### src/rtl/display_timings_param.sv
// Parametrised raster timing generator with pixel clock-enable. Every output is registered
// from the next beam position, so position, syncs, flags and strobes are always coherent.
module display_timings_param #(
    parameter int unsigned H_ACTIVE = 640,
    parameter int unsigned H_FP     = 16,
    parameter int unsigned H_SYNC   = 96,
    parameter int unsigned H_BP     = 48,
    parameter int unsigned V_ACTIVE = 480,
    parameter int unsigned V_FP     = 10,
    parameter int unsigned V_SYNC   = 2,
    parameter int unsigned V_BP     = 33,
    parameter bit          H_POL    = 1'b0,
    parameter bit          V_POL    = 1'b0,
    parameter int unsigned CORDW    = 10,
    parameter int unsigned FCW      = 16
) (
    input  logic             clk_pix_i,
    input  logic             rst_ni,
    input  logic             ce_i,
    output logic [CORDW-1:0] sx_o,
    output logic [CORDW-1:0] sy_o,
    output logic             hsync_o,
    output logic             vsync_o,
    output logic             de_o,
    output logic             hblank_o,
    output logic             vblank_o,
    output logic             line_o,
    output logic             frame_o,
    output logic [FCW-1:0]   frame_cnt_o
);

    localparam int unsigned H_TOTAL = H_ACTIVE + H_FP + H_SYNC + H_BP;
    localparam int unsigned V_TOTAL = V_ACTIVE + V_FP + V_SYNC + V_BP;

    localparam logic [CORDW-1:0] H_LAST   = CORDW'(H_TOTAL - 1);
    localparam logic [CORDW-1:0] V_LAST   = CORDW'(V_TOTAL - 1);
    localparam logic [CORDW-1:0] H_ACT_C  = CORDW'(H_ACTIVE);
    localparam logic [CORDW-1:0] V_ACT_C  = CORDW'(V_ACTIVE);
    localparam logic [CORDW-1:0] HS_BEG_C = CORDW'(H_ACTIVE + H_FP);
    localparam logic [CORDW-1:0] HS_END_C = CORDW'(H_ACTIVE + H_FP + H_SYNC - 1);
    localparam logic [CORDW-1:0] VS_BEG_C = CORDW'(V_ACTIVE + V_FP);
    localparam logic [CORDW-1:0] VS_END_C = CORDW'(V_ACTIVE + V_FP + V_SYNC - 1);

    // Reject degenerate timings and counters too narrow for the raster.
    if (H_FP == 0 || H_SYNC == 0 || H_BP == 0 || V_FP == 0 || V_SYNC == 0 || V_BP == 0)
    begin : g_bad_porch
        $error("display_timings_param: porch and sync widths must be non-zero");
    end
    if (H_TOTAL > (64'd1 << CORDW) || V_TOTAL > (64'd1 << CORDW)) begin : g_bad_cordw
        $error("display_timings_param: CORDW too small for H_TOTAL/V_TOTAL");
    end

    logic [CORDW-1:0] sx_q, sx_d;
    logic [CORDW-1:0] sy_q, sy_d;
    logic             hsync_q, hsync_d;
    logic             vsync_q, vsync_d;
    logic             de_q, de_d;
    logic             hblank_q, hblank_d;
    logic             vblank_q, vblank_d;
    logic             line_q, line_d;
    logic             frame_q, frame_d;
    logic [FCW-1:0]   fcnt_q, fcnt_d;

    always_comb begin
        sx_d = sx_q;
        sy_d = sy_q;
        if (ce_i) begin
            if (sx_q == H_LAST) begin
                sx_d = '0;
                sy_d = (sy_q == V_LAST) ? '0 : sy_q + 1'b1;
            end else begin
                sx_d = sx_q + 1'b1;
            end
        end
    end

    // Decode from the next position so the registered flags line up with sx_q/sy_q.
    always_comb begin
        hsync_d  = ((sx_d >= HS_BEG_C) && (sx_d <= HS_END_C)) ? H_POL : ~H_POL;
        vsync_d  = ((sy_d >= VS_BEG_C) && (sy_d <= VS_END_C)) ? V_POL : ~V_POL;
        hblank_d = (sx_d >= H_ACT_C);
        vblank_d = (sy_d >= V_ACT_C);
        de_d     = ~hblank_d & ~vblank_d;
        line_d   = ce_i && (sx_d == '0);
        frame_d  = ce_i && (sx_d == '0) && (sy_d == '0);
        fcnt_d   = frame_d ? fcnt_q + 1'b1 : fcnt_q;
    end

    always_ff @(posedge clk_pix_i or negedge rst_ni) begin
        if (!rst_ni) begin
            sx_q     <= H_LAST;
            sy_q     <= V_LAST;
            hsync_q  <= ~H_POL;
            vsync_q  <= ~V_POL;
            de_q     <= 1'b0;
            hblank_q <= 1'b1;
            vblank_q <= 1'b1;
            line_q   <= 1'b0;
            frame_q  <= 1'b0;
            fcnt_q   <= '0;
        end else begin
            sx_q     <= sx_d;
            sy_q     <= sy_d;
            hsync_q  <= hsync_d;
            vsync_q  <= vsync_d;
            de_q     <= de_d;
            hblank_q <= hblank_d;
            vblank_q <= vblank_d;
            line_q   <= line_d;
            frame_q  <= frame_d;
            fcnt_q   <= fcnt_d;
        end
    end

    assign sx_o        = sx_q;
    assign sy_o        = sy_q;
    assign hsync_o     = hsync_q;
    assign vsync_o     = vsync_q;
    assign de_o        = de_q;
    assign hblank_o    = hblank_q;
    assign vblank_o    = vblank_q;
    assign line_o      = line_q;
    assign frame_o     = frame_q;
    assign frame_cnt_o = fcnt_q;

endmodule
### config.mk
export PLATFORM = sky130hd
export DESIGN_NAME = display_timings_param
export DESIGN_NICKNAME = d
export VERILOG_FILES = /design/src/rtl/display_timings_param.sv
export SDC_FILE = /design/constraint.sdc
export NUM_CORES = 1
export LEC_CHECK = 0
export ABC_CLOCK_PERIOD_IN_PS = 3500
export BUFFER_PORTS_ARGS = -buffer_cell sky130_fd_sc_hd__buf_2
export CORE_MARGIN = 2
export CORE_UTILIZATION = 25
export DETAILED_ROUTE_END_ITERATION = 12
export PLACE_DENSITY = 0.51
export SYNTH_ARGS = -nofsm -noshare
export SYNTH_HDL_FRONTEND = slang
export SYNTH_SLANG_ARGS = --single-unit
### constraint.sdc
create_clock -name clk_pix_i -period 3.5 [get_ports clk_pix_i]
set_input_delay 0.175 -clock clk_pix_i [delete_from_list [all_inputs] [get_ports clk_pix_i]]
set_output_delay 0.175 -clock clk_pix_i [all_outputs]
set_load 0.03 [all_outputs]
---- Word-level counts from Yosys, hierarchy flattened ----
Cells that the tools add are included.
word-level totals
  flip-flop bits (word level) ............. 43
  input bits .............................. 3
  word-level logic and storage cells ...... 37
cells by class
  add/subtract/negate cells ............... 3
  $lt $le $gt $ge ......................... 6
  equality and inequality tests ........... 2
  mux-type cells .......................... 7
  bitwise gates (word level) .............. 3
  reductions and logical operators ........ 6
operator list
  kind                                                                               number
  10-bit 2-to-1 mux                                                                  5
  10-bit by 1-bit adder with 10-bit output, second input constant                    2
  10-bit equality test, second input constant                                        2
  10-bit >= comparator, second input constant                                        2
  10-bit by 9-bit >= comparator with 1-bit output, second input constant             2
  10-bit zero test                                                                   2
  16-bit by 1-bit adder with 16-bit output, second input constant                    1
  10-bit less-or-equal comparator, second input constant                             1
  10-bit by 9-bit less-or-equal comparator with 1-bit output, second input constant  1
  1-bit logical AND                                                                  4
  1-bit 2-to-1 mux                                                                   2
  1-bit inverter                                                                     2
  1-bit bitwise AND                                                                  1

---- Longest topological paths before layout ----
Gate-level depths: netlist of the first run.
  depth after elaboration ................. 7
  gate-level depth with buffers ........... 12

---- Worst setup path before layout of the first run ----
Ideal clock, no wire load.
  kind .................................... reg-to-reg
  from .................................... reg sx_q[0], in the netlist sx_o[0]
  to ...................................... reg fcnt_q[1], in the netlist frame_cnt_o[1]
  setup time .............................. 125 ps
  data arrival time ....................... 3334 ps
  data required time ...................... 3375 ps
  path slack .............................. 42 ps
  stages on the path, launching flop included .. 12
  buffers on the path ..................... 3
  cell sequence ........................... dfstp_2 > ha_1 > nand4_1 > or4_1 > buf_2 > a21o_1 > a221o_1 > nand3b_1 > or4_4 > buf_6 > buf_6 > mux2_2
on the way
  cells in the longest elaborated chain, start to end .. 6
  elaborated cells between the ends (all ways) .. 10
  those cells by class .................... add/sub: 1; eq/ne: 1; mux: 4; reduce/logical: 4
RTL lines
  element                                                                           line    source
  start: declaration                                                                53      logic [CORDW-1:0] sx_q, sx_d;
  start signal: assignment                                                          91      sx_q <= H_LAST;
  start signal: assignment                                                          102     sx_q <= sx_d;
  10-bit by 1-bit adder with 10-bit output or 10-bit equality test (tied branches)  72, 68
  10-bit 2-to-1 mux                                                                 68      if (sx_q == H_LAST) begin
  10-bit 2-to-1 mux                                                                 67      if (ce_i) begin
  10-bit zero test                                                                  85      frame_d = ce_i && (sx_d == '0) && (sy_d == '0);
  1-bit logical AND                                                                 85
  1-bit logical AND *                                                               85
  end signal: assignment                                                            111     fcnt_q <= fcnt_d;
  end: declaration                                                                  62      logic [FCW-1:0] fcnt_q, fcnt_d;
Every way passes the cells marked *; elsewhere a longest branch is shown, timed or not.
A chain may end at the register's enable or synchronous reset.

---- Worst setup path in the final report of the first run ----
  from .................................... reg sx_q[1], in the netlist sx_o[1]
  to ...................................... reg fcnt_q[3], in the netlist frame_cnt_o[3]
The elaborated chain is that of the path after synthesis.

==> flow_summary.ini, run 1 <==
[run_status]
status = complete, no violations

[critical_path]
reg2reg_from = sx_o[1]$_DFF_PN1_
arrival_ps = 3510
required_ps = 3680
reg2reg_to = frame_cnt_o[3]$_DFFE_PN0P_
path_max_fanout = 12
critPathKind = flip-flop to flip-flop
worst_setup_path_end_kind = flip-flop
rrSetupSlack_ps = 170
reg2reg_depth = 11
startpoint_type = flip-flop
critPathLaunch = sx_o[1]$_DFF_PN1_

[die]
initial_core_util_pct = 25.7
fp.dieH_um = 102
die_width_um = 102
num_rows = 35
core_area_sq_um = 9240
io_pins = 46
dieArea_sq_um = 10300

[clock_tree]
postCtsHoldBufs = 0
clkTransAtPathRegs_ps = 80
post_cts_buffers = 0
insertion_delay_ps = 300
cts.path.max_buffers = 2
cts_tree = built
cts-buffers-inserted = 5
htree_levels = 2
cts_root_buf = clkbuf_8
clock_sinks = 43
cts.repair.resized = 0

[global_routing]
grt_max_degree = 44
overflow = 0
grt_pass1_vias = 1978
grt_usage_pct = 12.1
antenna_found_initial = 0
grt_pass1_wl_um = 9790

[power]
max-vdd-ir-drop_mv = 0.122
powerDensity_nw_per_um2 = 450
fin_total_pwr_w = 0.00131
p_leak_nw = 1.35

[route]
viasPerCell = 4.57
vias = 1958
firstDrtPassIters = 4
wl_um = 5790
drt_iter0_drc = 128
postRouteAntennaNets = 0
wire_per_inst_um = 13.5
route.detailed.drc = 0

[synth]
syn_nets = 249
synth-main-ff-cell = dfrtp_1
synth_edf_count = 0
netlist_area_sq_um = 2380
yosys.cell_types.count = 47
ys_warn_count = 0
ys_async_sr_fraction_pct = 100
synth_seq_cells = 43
yosysSeqAreaShare_pct = 46.0
syn_inst = 242
syn_area_per_cell_sq_um = 9.82

[sta]
period_needed_ps = 3330
worst_pin_slew_ps = 974
hold_viol_final = 0
max_freq_mhz = 300
setup_tns_ps = 0
finalSetupViolCount = 0
maxSlewViolCount = 0
post-route-period-util_pct = 95.1
skew_ps = 11.0
slew_headroom_pct = 35.0
rsz0062_at_grt = false

[layout]
area_delta_synth_final_pct = 22.6
nFillCells = 953
layout-drive-gt1-share_pct = 32.4
antenna_cells = 0
final_nets = 306

[place]
hpwlAfterDp_um = 4230
portBuffers = 45
place.gp.congestion = 0.823

[min_path]
hold_class = input port to async pin

[job]
max-cap-violations = 0
[cell families (layout without fill, tap and decap cells)]
family / after synthesis / in the layout / share of synthesized area [%]
multiplexers: 6 / 6 / 2.74
AO/OA/AOI/OAI: 30 / 30 / 8.74
XOR/XNOR: 25 / 25 / 9.21
flip-flops: 43 / 43 / 46.0
AND/OR/NAND/NOR: 108 / 108 / 25.8
adder cells (fa/ha/maj): 5 / 5 / 2.53
buffers and inverters: 25 / 82 / 5.00
[cell usage after synthesis, types with 3 or more instances]
| library cell | n | area [sq um] |
|---|---|---|
| a21o_1 | 6 | 45.0 |
| and3_1 | 7 | 43.8 |
| buf_6 | 3 | 33.8 |
| clkbuf_1 | 6 | 22.5 |
| dfrtp_1 | 29 | 726 |
| dfstp_2 | 14 | 368 |
| ha_1 | 4 | 50.1 |
| inv_1 | 14 | 52.6 |
| mux2_2 | 4 | 45.0 |
| nand2_1 | 21 | 78.8 |
| nand3_1 | 20 | 100 |
| nand4_1 | 9 | 56.3 |
| nor2_1 | 13 | 48.8 |
| nor2b_1 | 3 | 18.8 |
| nor3_1 | 8 | 40.0 |
| nor3_2 | 3 | 30.0 |
| nor4_1 | 7 | 43.8 |
| o21ai_0 | 10 | 50.1 |
| xnor2_1 | 12 | 105 |
| xor2_1 | 13 | 114 |
[flip-flops by register name (all words and copies together) (netlist names)]
signal and flops:
frame_o 1, sy_o 10, sx_o 10, frame_cnt_o 16, hblank_o 1, hsync_o 1, de_o 1, vsync_o 1
line_o 1, vblank_o 1
[worst max-delay path, cell delays in order, from the launching register on]
cell and delay, ps:
dfstp_2 590, ha_1 180, nand4_1 110, or4_4 540
buf_4 170, o31a_1 250, a211oi_1 240, nand3b_1 110
or4_4 550, buf_4 200, nand2b_1 150, xnor2_1 120
[final cells by class]
| class | instances | area (sq um) | area share (%) |
|---|---|---|---|
| clock buffer | 6 | 82.6 | 2.83 |
| sequential | 43 | 1090 | 37.5 |
| tap | 129 | 161 | 5.54 |
| multi-input combinational | 174 | 1170 | 40.3 |
| timing repair buffer | 61 | 345 | 11.8 |
| inverter | 14 | 52.6 | 1.80 |
| clock inverter | 1 | 5.00 | 0.172 |
[routing by layer]
layer	vias up	GRT usage [%]	wire length, um
li1	975	-	-
met1	935	16.3	2840
met5	-	0	0
met4	0	4.57	92
met2	40	18.9	2640
met3	8	2.69	216
[layout by cell type (no fill, tap or decap), drive strengths merged, types with 2 or more instances in the layout]
master,Yosys,routed
or4,2,2
nand2b,2,2
a31oi,2,2
o2111ai,2,2
nand3,20,20
nor4,9,9
nor2,13,13
mux2i,2,2
ha,4,4
o21ai,10,10
clkbuf,6,6
dfstp,14,14
or3,2,2
mux2,4,4
o22ai,2,2
or4b,2,2
and4,2,2
inv,14,14
or2,2,2
nand2,21,21
a21o,6,6
buf,5,61
nor2b,3,3
nor3,11,11
and3,7,7
nand4,9,9
xnor2,12,12
dfrtp,29,29
xor2,13,13
[through the flow]
stage	hold WS, ps	setup WS [ps]	util (%)	cell area (sq um)	std cells
final	34.0	172	31.6	2920	428
after detailed placement	400	129	30.5	2820	421
after floorplan	-121	41.7	-	2380	242
after global routing	119	7.55	31.6	2920	428
after CTS	78.5	100	31.4	2910	428
after global placement	389	197	30.5	2820	421
[where the power goes]
group / switching (W) / internal (W) / total [W]
sequential: 0.0000619 / 0.000563 / 0.000625
clock: 0.000174 / 0.000155 / 0.000329
combinational: 0.000226 / 0.000134 / 0.000359
total: 0.000461 / 0.000852 / 0.00131
[worst max-delay path by stage]
stage,endpoint,cells after the start
global placement,frame_cnt_o[3]$_DFFE_PN0P_,11
detailed placement,frame_cnt_o[13]$_DFFE_PN0P_,10
CTS,frame_cnt_o[13]$_DFFE_PN0P_,10
floorplan,frame_cnt_o[1]$_DFFE_PN0P_,11
global route,frame_cnt_o[4]$_DFFE_PN0P_,11
finish,frame_cnt_o[3]$_DFFE_PN0P_,11
No activity file was read; power rests on OpenSTA's default activity.
==> run 2: changes to the inputs <==
--- a/config.mk
+++ b/config.mk
@@ -5,12 +5,13 @@
 export SDC_FILE = /design/constraint.sdc
 export NUM_CORES = 1
 export LEC_CHECK = 0
+export ABC_AREA = 1
 export ABC_CLOCK_PERIOD_IN_PS = 3500
 export BUFFER_PORTS_ARGS = -buffer_cell sky130_fd_sc_hd__buf_2
 export CORE_MARGIN = 2
 export CORE_UTILIZATION = 25
 export DETAILED_ROUTE_END_ITERATION = 12
-export PLACE_DENSITY = 0.51
+export PLACE_DENSITY = 0.5
 export SYNTH_ARGS = -nofsm -noshare
 export SYNTH_HDL_FRONTEND = slang
 export SYNTH_SLANG_ARGS = --single-unit
==> flow_summary.ini, run 2 <==
[run_status]
status = complete, no violations

[sta]
rsz0062_at_grt = false
setup_tns_ps = 0
worst_slack_ps = 915
slew_headroom_pct = 34.4
maxSlewViolCount = 0
worst_pin_slew_ps = 985
hold_viol_final = 0
post-route-period-util_pct = 73.9
period_needed_ps = 2580
finalSetupViolCount = 0
max_freq_mhz = 387
skew_ps = 5.49

[power]
max-vdd-ir-drop_mv = 0.258
powerDensity_nw_per_um2 = 500
p_leak_nw = 1.69

[place]
portBuffers = 45
pre_cts_slack_ps = 890
place.gp.congestion = 0.800
hpwlAfterDp_um = 5290

[synth]
netlist_area_sq_um = 2720
synth_edf_count = 0
synth_commonest_cells = nand2_1, inv_1, nand3_1
synth_top_area_share_pct = 26.6
synthAdderAreaFrac_pct = 1.84
yosysSeqAreaShare_pct = 40.1
synth_top_area_cell = dfrtp_1
ys_warn_count = 0
yosys.area_share.simple_pct = 40.9
synthMuxAreaShare_pct = 0
synth-main-ff-cell = dfrtp_1
yosysMostFrequentCell = nand2_1
synth_top_family_by_area = simple AND/OR/NAND/NOR gates
synth_seq_cells = 43
syn_inst = 378
syn_nets = 385
synth.area.top_cells = dfrtp_1, nand2_1, dfstp_2
synth-xor-area-share_pct = 5.14
synth_compound_area_share_pct = 2.48
syn_area_per_cell_sq_um = 7.21
ys_async_sr_fraction_pct = 100
yosys.cell_types.count = 32

[critical_path]
endpoint = frame_cnt_o[2]$_DFFE_PN0P_
startpoint_type = flip-flop
rrSetupSlack_ps = 920
critPathKind = flip-flop to flip-flop
crit_family = simple AND/OR/NAND/NOR gates
reg2reg_to = frame_cnt_o[2]$_DFFE_PN0P_
reg2reg_from = sx_o[0]$_DFF_PN1_
path_depth = 12
critPathLaunch = sx_o[0]$_DFF_PN1_
crit_buf_inv = 0
reg2reg_depth = 12
cp_slowest_cell = dfstp_2
worst_setup_path_end_kind = flip-flop
crit_chain = ha_1 -> nand2_2 -> nor2_8 -> nand3_2 -> a21oi_1 -> nand2_1 -> nor2_2 -> nand3_2 -> nor2_4 -> nand3_4 -> nand2_1 -> nand2_1
required_ps = 3690
slowest_delay_ps = 580
path_max_fanout = 16
arrival_ps = 2770
crit_top_cell = nand2_1

[clock_tree]
htree_levels = 2
cts.path.max_buffers = 2
postCtsHoldBufs = 0
cts_root_buf = clkbuf_8
insertion_delay_ps = 290
cts-buffers-inserted = 5
cts.repair.resized = 0
post_cts_buffers = 0
clock_sinks = 43
cts_tree = built
clkTransAtPathRegs_ps = 90

[global_routing]
grt_max_degree = 44
met2_usage_pct = 19.8
grt_pass1_vias = 2311
grt_pass1_wl_um = 11400
grt_use_met1_pct = 16.8
overflow = 0
antenna_found_initial = 0
busiest_layer = met2
grt_use_met3_pct = 2.71
grt_usage_pct = 12.3

[die]
fp.dieH_um = 108
initial_core_util_pct = 25.3
die_width_um = 108
io_pins = 46
num_rows = 38
core_area_sq_um = 10700
dieArea_sq_um = 11700

[route]
vias = 2436
route.detailed.drc = 0
firstDrtPassIters = 4
postRouteAntennaNets = 0
wire_per_inst_um = 12.1
drt_iter0_drc = 95
wl_um = 6850
viasPerCell = 4.30

[layout]
area_delta_synth_final_pct = 16.5
final_nets = 432
antenna_cells = 0
largest_reg_flops = 16
nFillCells = 1235
final_common_cell = nand2_1
final_cell_mix = nand2_1, inv_1, buf_2
layout-drive-gt1-share_pct = 21.1

[job]
max-cap-violations = 0

[min_path]
hold_class = input port to async pin
[run 2: changes by cell type in the layout (fill, tap and decap cells not counted), sizes merged, moves of 4 or more]
| cell | change |
|---|---|
| buf | -16 |
| o21ai | -5 |
| nand2 | +107 |
| xor2 | -5 |
| nor2 | +32 |
| a21oi | +4 |
| nor4 | -7 |
| nand3 | +28 |
| xnor2 | -4 |
| inv | +43 |
| mux2 | -4 |
| a21o | -5 |
| nor3 | -6 |
| and3 | -7 |
[run 2: worst min-delay path by stage]
stage	startpoint	to	slack, ps	depth (start not counted)
2_1_floorplan	rst_ni	de_o$_DFF_PN0_	-120	0
3_3_place_gp	rst_ni	line_o$_DFF_PN0_	400	1
3_5_place_dp	rst_ni	line_o$_DFF_PN0_	410	1
4_1_cts	rst_ni	line_o$_DFF_PN0_	80	1
5_1_grt	rst_ni	line_o$_DFF_PN0_	120	1
6_report	rst_ni	line_o$_DFF_PN0_	40	1
[run 2: power by group]
group | leakage (nW) | switching (W) | total (W) | internal, W
clock network | 0.0412 | 0.000178 | 0.000318 | 0.000140
logic | 1.13 | 0.000433 | 0.000599 | 0.000166
registers | 0.519 | 0.0000881 | 0.000671 | 0.000583
total | 1.69 | 0.000699 | 0.00159 | 0.000888
[run 2: cell type report]
type / instances / area [sq um] / share of cell area (%)
inverter: 58 / 223 / 7.02
tap: 140 / 175 / 5.52
multi-input combinational: 272 / 1370 / 43.2
clock buffer: 6 / 72.6 / 2.29
clock inverter: 2 / 12.5 / 0.394
sequential: 43 / 1090 / 34.5
timing repair buffer: 45 / 225 / 7.10
[run 2: worst register-to-register path: stages, from the launching register on]
cell	delay, ps
dfstp_2	580
ha_1	190
nand2_2	100
nor2_8	150
nand3_2	150
a21oi_1	210
nand2_1	110
nor2_2	130
nand3_2	110
nor2_4	320
nand3_4	240
nand2_1	120
nand2_1	60
[run 2: logic make-up after synthesis]
group	after synthesis
XOR/XNOR	16
AO/OA/AOI/OAI	12
AND/OR/NAND/NOR	240
buffers and inverters	63
adder cells (fa/ha/maj)	4
flip-flops	43
[run 2: layer usage]
metal  share of wire, %  vias up  routed length, um
li1                   -     1273                  -
met1                 49     1109               3370
met2                 46       50               3130
met3                4.2        4                285
met4                1.0        0                 69
met5                  0        -                  0
[run 2: metrics by stage]
step / cells / power (W) / hold WS [ps] / cell area (sq um) / utilization, %
2_1_floorplan: 378 / 0.00111 / -121 / 2720 / -
3_3_place_gp: 558 / 0.00128 / 405 / 3090 / 28.7
3_5_place_dp: 558 / 0.00129 / 408 / 3090 / 28.7
4_1_cts: 566 / 0.00162 / 83.6 / 3170 / 29.5
5_1_grt: 566 / 0.00172 / 116 / 3170 / 29.5
6_report: 566 / 0.00159 / 35.2 / 3170 / 29.5
